File: src/rtl/button_conditioner_pkg.sv
// Shared types and timing constants for the push-button conditioner.
// State encoding is mirrored on o_r_state for debug LEDs.
package button_conditioner_pkg;

  typedef enum logic [2:0] {
    ST_IDLE         = 3'd0,
    ST_PRESS_WAIT   = 3'd1,
    ST_PRESSED      = 3'd2,
    ST_LONG_HELD    = 3'd3,
    ST_RELEASE_WAIT = 3'd4
  } state_e;

  localparam int CLK_HZ      = 100_000_000;
  localparam int DEBOUNCE_MS = 10;
  localparam int LONG_MS     = 1000;

  // Board-clock cycles in a span of milliseconds.
  function automatic int ms_to_cycles(input int ms);
    return (CLK_HZ / 1000) * ms;
  endfunction

endpackage

File: src/rtl/button_conditioner_sync_2ff.sv
// Two-flop synchronizer for asynchronous board inputs.
// Width is parameterizable so other switches can share it.
module sync_2ff #(
  parameter int P_W = 1
) (
  input  logic           i_w_clk,
  input  logic           i_w_reset,
  input  logic [P_W-1:0] i_w_d,
  output logic [P_W-1:0] o_w_q
);

  logic [P_W-1:0] r_s1;
  logic [P_W-1:0] r_s2;

  // Metastability filter: only r_s2 is safe to consume.
  always_ff @(posedge i_w_clk or negedge i_w_reset) begin
    if (!i_w_reset) begin
      r_s1 <= '0;
      r_s2 <= '0;
    end else begin
      r_s1 <= i_w_d;
      r_s2 <= r_s1;
    end
  end

  assign o_w_q = r_s2;

endmodule

File: src/rtl/button_conditioner.sv
// Push-button conditioner: synchronizer, debounce FSM, long-press timer.
// Emits a clean level plus single-cycle press/release/long strobes.
module button_conditioner
  import button_conditioner_pkg::*;
#(
  parameter int P_DEBOUNCE_CYCLES = ms_to_cycles(DEBOUNCE_MS),
  parameter int P_LONG_CYCLES     = ms_to_cycles(LONG_MS),
  parameter int P_CNT_W           = 32
) (
  input  logic       i_w_clk,
  input  logic       i_w_reset,
  input  logic       i_w_button,
  output logic       o_r_level,
  output logic       o_r_press,
  output logic       o_r_release,
  output logic       o_r_long,
  output logic [2:0] o_r_state
);

  localparam logic [P_CNT_W-1:0] LP_ZERO = '0;
  localparam logic [P_CNT_W-1:0] LP_ONE  = P_CNT_W'(1);
  localparam logic [P_CNT_W-1:0] LP_DMAX =
    P_CNT_W'(P_DEBOUNCE_CYCLES - 1);
  localparam logic [P_CNT_W-1:0] LP_LMAX =
    P_CNT_W'(P_LONG_CYCLES - 1);

  logic [0:0]         w_sync;
  logic               w_s2;

  state_e             r_state;
  state_e             w_state_nxt;
  logic [P_CNT_W-1:0] r_dcnt;
  logic [P_CNT_W-1:0] w_dcnt_nxt;
  logic [P_CNT_W-1:0] r_lcnt;
  logic [P_CNT_W-1:0] w_lcnt_nxt;
  logic               r_long_seen;
  logic               w_long_seen_nxt;
  logic               w_level_nxt;
  logic               w_press_nxt;
  logic               w_release_nxt;
  logic               w_long_nxt;

  sync_2ff #(
    .P_W (1)
  ) u_sync (
    .i_w_clk   (i_w_clk),
    .i_w_reset (i_w_reset),
    .i_w_d     (i_w_button),
    .o_w_q     (w_sync)
  );

  assign w_s2 = w_sync[0];

  // State, counters and registered outputs.
  always_ff @(posedge i_w_clk or negedge i_w_reset) begin
    if (!i_w_reset) begin
      r_state     <= ST_IDLE;
      r_dcnt      <= '0;
      r_lcnt      <= '0;
      r_long_seen <= 1'b0;
      o_r_level   <= 1'b0;
      o_r_press   <= 1'b0;
      o_r_release <= 1'b0;
      o_r_long    <= 1'b0;
    end else begin
      r_state     <= w_state_nxt;
      r_dcnt      <= w_dcnt_nxt;
      r_lcnt      <= w_lcnt_nxt;
      r_long_seen <= w_long_seen_nxt;
      o_r_level   <= w_level_nxt;
      o_r_press   <= w_press_nxt;
      o_r_release <= w_release_nxt;
      o_r_long    <= w_long_nxt;
    end
  end

  // Next state and counter updates; a bounce restarts qualification.
  always_comb begin
    w_state_nxt = r_state;
    w_dcnt_nxt  = r_dcnt;
    w_lcnt_nxt  = r_lcnt;
    unique case (r_state)
      ST_IDLE: begin
        if (w_s2) begin
          w_state_nxt = ST_PRESS_WAIT;
          w_dcnt_nxt  = LP_ONE;
        end
      end
      ST_PRESS_WAIT: begin
        if (!w_s2) begin
          w_state_nxt = ST_IDLE;
          w_dcnt_nxt  = LP_ZERO;
        end else if (r_dcnt == LP_DMAX) begin
          w_state_nxt = ST_PRESSED;
          w_dcnt_nxt  = LP_ZERO;
          w_lcnt_nxt  = LP_ZERO;
        end else begin
          w_dcnt_nxt  = r_dcnt + LP_ONE;
        end
      end
      ST_PRESSED: begin
        if (!w_s2) begin
          w_state_nxt = ST_RELEASE_WAIT;
          w_dcnt_nxt  = LP_ONE;
        end else if (r_lcnt == LP_LMAX) begin
          w_state_nxt = ST_LONG_HELD;
        end else begin
          w_lcnt_nxt  = r_lcnt + LP_ONE;
        end
      end
      ST_LONG_HELD: begin
        if (!w_s2) begin
          w_state_nxt = ST_RELEASE_WAIT;
          w_dcnt_nxt  = LP_ONE;
        end
      end
      ST_RELEASE_WAIT: begin
        // Hold timer stays frozen while a release is qualifying.
        if (w_s2) begin
          w_state_nxt = r_long_seen ? ST_LONG_HELD
                                    : ST_PRESSED;
          w_dcnt_nxt  = LP_ZERO;
        end else if (r_dcnt == LP_DMAX) begin
          w_state_nxt = ST_IDLE;
          w_dcnt_nxt  = LP_ZERO;
        end else begin
          w_dcnt_nxt  = r_dcnt + LP_ONE;
        end
      end
      default: begin
        w_state_nxt = ST_IDLE;
        w_dcnt_nxt  = LP_ZERO;
        w_lcnt_nxt  = LP_ZERO;
      end
    endcase
  end

  // Strobes fire on transitions; level follows the accepted state.
  always_comb begin
    w_press_nxt   = (r_state == ST_PRESS_WAIT) &&
                    (w_state_nxt == ST_PRESSED);
    w_release_nxt = (r_state == ST_RELEASE_WAIT) &&
                    (w_state_nxt == ST_IDLE);
    w_long_nxt    = (r_state == ST_PRESSED) &&
                    (w_state_nxt == ST_LONG_HELD);
    w_level_nxt   = (w_state_nxt == ST_PRESSED) ||
                    (w_state_nxt == ST_LONG_HELD) ||
                    (w_state_nxt == ST_RELEASE_WAIT);
    w_long_seen_nxt = r_long_seen;
    if (w_state_nxt == ST_LONG_HELD) begin
      w_long_seen_nxt = 1'b1;
    end else if (w_state_nxt == ST_IDLE) begin
      w_long_seen_nxt = 1'b0;
    end
  end

  assign o_r_state = r_state;

endmodule

File: config.mk
export PLATFORM = sky130hd
export DESIGN_NAME = button_conditioner
export DESIGN_NICKNAME = d
export VERILOG_FILES = /design/src/rtl/button_conditioner_pkg.sv /design/src/rtl/button_conditioner_sync_2ff.sv /design/src/rtl/button_conditioner.sv
export SDC_FILE = /design/constraint.sdc
export NUM_CORES = 1
export LEC_CHECK = 0
export ABC_AREA = 1
export BUFFER_PORTS_ARGS = -buffer_cell sky130_fd_sc_hd__buf_2
export CORE_MARGIN = 2
export CORE_UTILIZATION = 55
export CTS_BUF_LIST = sky130_fd_sc_hd__clkbuf_8
export DETAILED_ROUTE_END_ITERATION = 8
export GPL_TIMING_DRIVEN = 0
export PLACE_DENSITY = 0.71
export SLEW_MARGIN = 10
export SYNTH_ARGS = -nofsm -noshare
export SYNTH_HDL_FRONTEND = slang
export SYNTH_SLANG_ARGS = --single-unit
File: constraint.sdc
create_clock -name i_w_clk -period 1.9 [get_ports i_w_clk]
set_input_delay 0.095 -clock i_w_clk [delete_from_list [all_inputs] [get_ports i_w_clk]]
set_output_delay 0.095 -clock i_w_clk [all_outputs]
set_load 0.02 [all_outputs]
==> metrics.txt <==
outcome=finished clean; Slowest cell on crit path=dfrtp_1; most common cell in the netlist=nand2_1; critical path startpoint category=flop; # IOs=10; Area contributors post-synth=dfrtp_1 39%, nand2_1 14%, nor2_1 8.8%; Arr. time, crit path=2120 ps; cell mode on critical path=nand2_4; post-synth top area share=38.9%; number of remaining DRC errors=0; critical path endpoint category=flop; Post-synth ARST share=100%; RSZ-0062 raised after global routing=true; design area=0.00570 mm²; largest net degree at the start of global routing=41; Worst R2R End=r_lcnt[21]$_DFFE_PN0P_; share of cells above drive strength 1=roughly 20%; CTS tree=built; Die Y=just under 100 µm; Crit Path Class=reg -> reg; min cycle time layout=1870 ps; sequential share of the synthesized area=38.9%; number of port buffers=9; Starting Density=between 50 and 60%; Total Wirelength=about 13000 µm; Storage cell area=~0.0019 mm²; post-route insts no fill=841; initial antenna violation count=0; fillers=710; CTS max path bufs=2; Synth cell types=38; cell count after placement=802; via density per instance=5.62; Data required, critical path=roughly 2200 ps; crit-path cells=ha_4 -> nand2_4 -> nor2_4 -> nand3_2 -> nor2_4 -> nand2_4 -> nand2_4 -> nand3_4 -> buf_12 -> buf_12 -> nand2_2 -> o21ai_2; syn nets=692; Worst Path Buf+Inv=2; chip width=97.1 µm; worst-margin pin slew=roughly 500 ps; core area=0.00830 mm²; dpl hpwl=9200 µm; Crit path largest cell delay=between 400 and 500 ps; TNS Setup=0 ps; DR iter-0 viols=320; global-route wire length before repair=between 20000 and 25000 µm; r2r setup slk=30 ps; Worst-Skew Late Latency=370 ps; Setup WS post-layout=33.1 ps; Mapped Cells=687; Tot Pwr=3.37 mW; Max-Cap Viols=0; Ant. Diodes=0; slew margin rel.=66.4%; final RePlAce weighted congestion=0.969; cell accounting for the most synthesized area=dfrtp_1; Core Rows=33; DP Area=about 0.005 mm²; synth warn=0; Syn Area/Cell=6.94 µm²; Synth Register Bits=between 70 and 80; fmax=536 MHz; Leakage Power=~2.4 nW; pwr dens=a little under 600 mW/mm²; remaining global-route overflow=0; period utilization=98.3%; wire per inst=~15 µm; area occupied by multi-input gates=0.00275 mm²; CTS Sinks=74; Peak VDD IR=365 µV; Setup WS pre-CTS=-275 ps; Detail Route Antenna Nets=0; total number of vias=4725; worst min path class=in -> async; clock slew at reported path FFs=approximately 90 ps; die area=0.00942 mm²; number of flops mapped to enable cells by yosys=0; CTS Root Cell=clkbuf_8; dominant synthesized flop cell=dfrtp_1; kind of cell adding the most delay to the critical path=simple AND/OR/NAND/NOR gates; clock skew=roughly 12 ps; Max FO, Critical Path=10; Setup Viol. Count Final=0; final net count=736; reg2reg path depth=12; Max Slew Vio Count=0; total CTS buffers=9; FF-to-FF Start=r_dcnt[1]$_DFFE_PN0P_; H-Tree Level Count=3; synthesis-to-layout area growth=19.6%; top cells by count, synth=173 x nand2_1, 112 x nor2_1, 74 x dfrtp_1, 74 x inv_1, 59 x nand3_1; TritonRoute pass-1 iters=5; cell area after synthesis=0.00476 mm²; Fin. Hold Viols=0; GRT Util Overall=27.9%; number of global-route vias before repair=4702
[what timing repair did]
| item | 4_1_cts | 5_1_grt |
|---|---|---|
| cloned | 0 | 2 |
| endpoints found under the setup margin | 62 | 55 |
| hold buffers | 2 | 0 |
| buffers inserted | 9 | 10 |
| gates resized for setup | 27 | 65 |
| pin swaps | 3 | 14 |
| hold endpoints to repair | 35 | 0 |
[placed cells by master, fill, tap and decap left out, drive strengths merged]
cell	Yosys	routed
nand2	176	176
nor2	121	121
inv	79	80
dfrtp	74	74
nand3	60	60
nor3	41	41
o21ai	40	40
buf	10	39
nand4	20	20
a21oi	20	20
xor2	18	18
clkbuf	2	15
nand3b	4	4
or2	4	4
o211ai	2	2
nor3b	2	2
a21o	2	2
ha	2	2
bufinv	0	2
dlygate4sd3	0	2
nor4	2	2
clkinv	0	2
and2	1	1
a211oi	1	1
a31oi	1	1
o22ai	1	1
a32o	1	1
o21bai	1	1
xnor2	1	1
o21a	1	1
[worst max path at each step]
stage | start | end | depth (start not counted)
6_report | r_dcnt[1]$_DFFE_PN0P_ | r_lcnt[21]$_DFFE_PN0P_ | 12
4_1_cts | r_lcnt[1]$_DFFE_PN0P_ | r_lcnt[3]$_DFFE_PN0P_ | 10
3_5_place_dp | r_dcnt[0]$_DFFE_PN0P_ | r_dcnt[8]$_DFFE_PN0P_ | 11
5_1_grt | r_dcnt[0]$_DFFE_PN0P_ | r_dcnt[29]$_DFFE_PN0P_ | 9
3_3_place_gp | r_lcnt[0]$_DFFE_PN0P_ | r_lcnt[18]$_DFFE_PN0P_ | 11
2_1_floorplan | r_lcnt[0]$_DFFE_PN0P_ | r_lcnt[18]$_DFFE_PN0P_ | 11
[registers in the layout, indices dropped and copies added (netlist names)]
register / flops
u_sync.o_w_q: 1
o_r_state: 3
o_r_release: 1
r_lcnt: 32
r_long_seen: 1
r_dcnt: 32
o_r_press: 1
o_r_long: 1
o_r_level: 1
u_sync.r_s1: 1
[report_power, final]
part	switching (mW)	internal [mW]	total [mW]
Clock	0.626	0.807	1.43
Sequential	0.0158	1.59	1.60
Combinational	0.209	0.125	0.334
Total	0.851	2.52	3.37
[area by class of cell]
cell class	count	share of cell area [%]
plain buffers	12	2.55
clock buffers	11	2.66
clock inverters	5	1.36
inverters	79	5.38
multi-input cells	522	48.3
flip-flops and latches	74	32.6
well taps	105	2.31
repair buffers	33	4.92
[through the flow]
step	hold WS [ps]	util, %
2_1_floorplan	-201	-
3_3_place_gp	202	59.5
3_5_place_dp	81.0	59.8
4_1_cts	224	64.7
5_1_grt	259	68.7
6_report	220	68.7
[layer usage]
layer  track usage [%]  vias to the layer above  part of all wire [%]
li1                  -                     2325                     -
met1              33.7                     2200                    42
met2              47.6                      149                    49
met3              3.67                       51                   4.2
met4              16.5                        0                   4.8
met5                 0                        -                     0
[cell families after synthesis]
group | Yosys count | synth area share [%]
compound gates | 70 | 9.30
xor+xnor | 19 | 3.49
fa+ha+maj | 2 | 0.525
buf+inv | 91 | 8.27
flops | 74 | 38.9
simple gates | 431 | 39.5
Power figures use the tool's default switching activity.
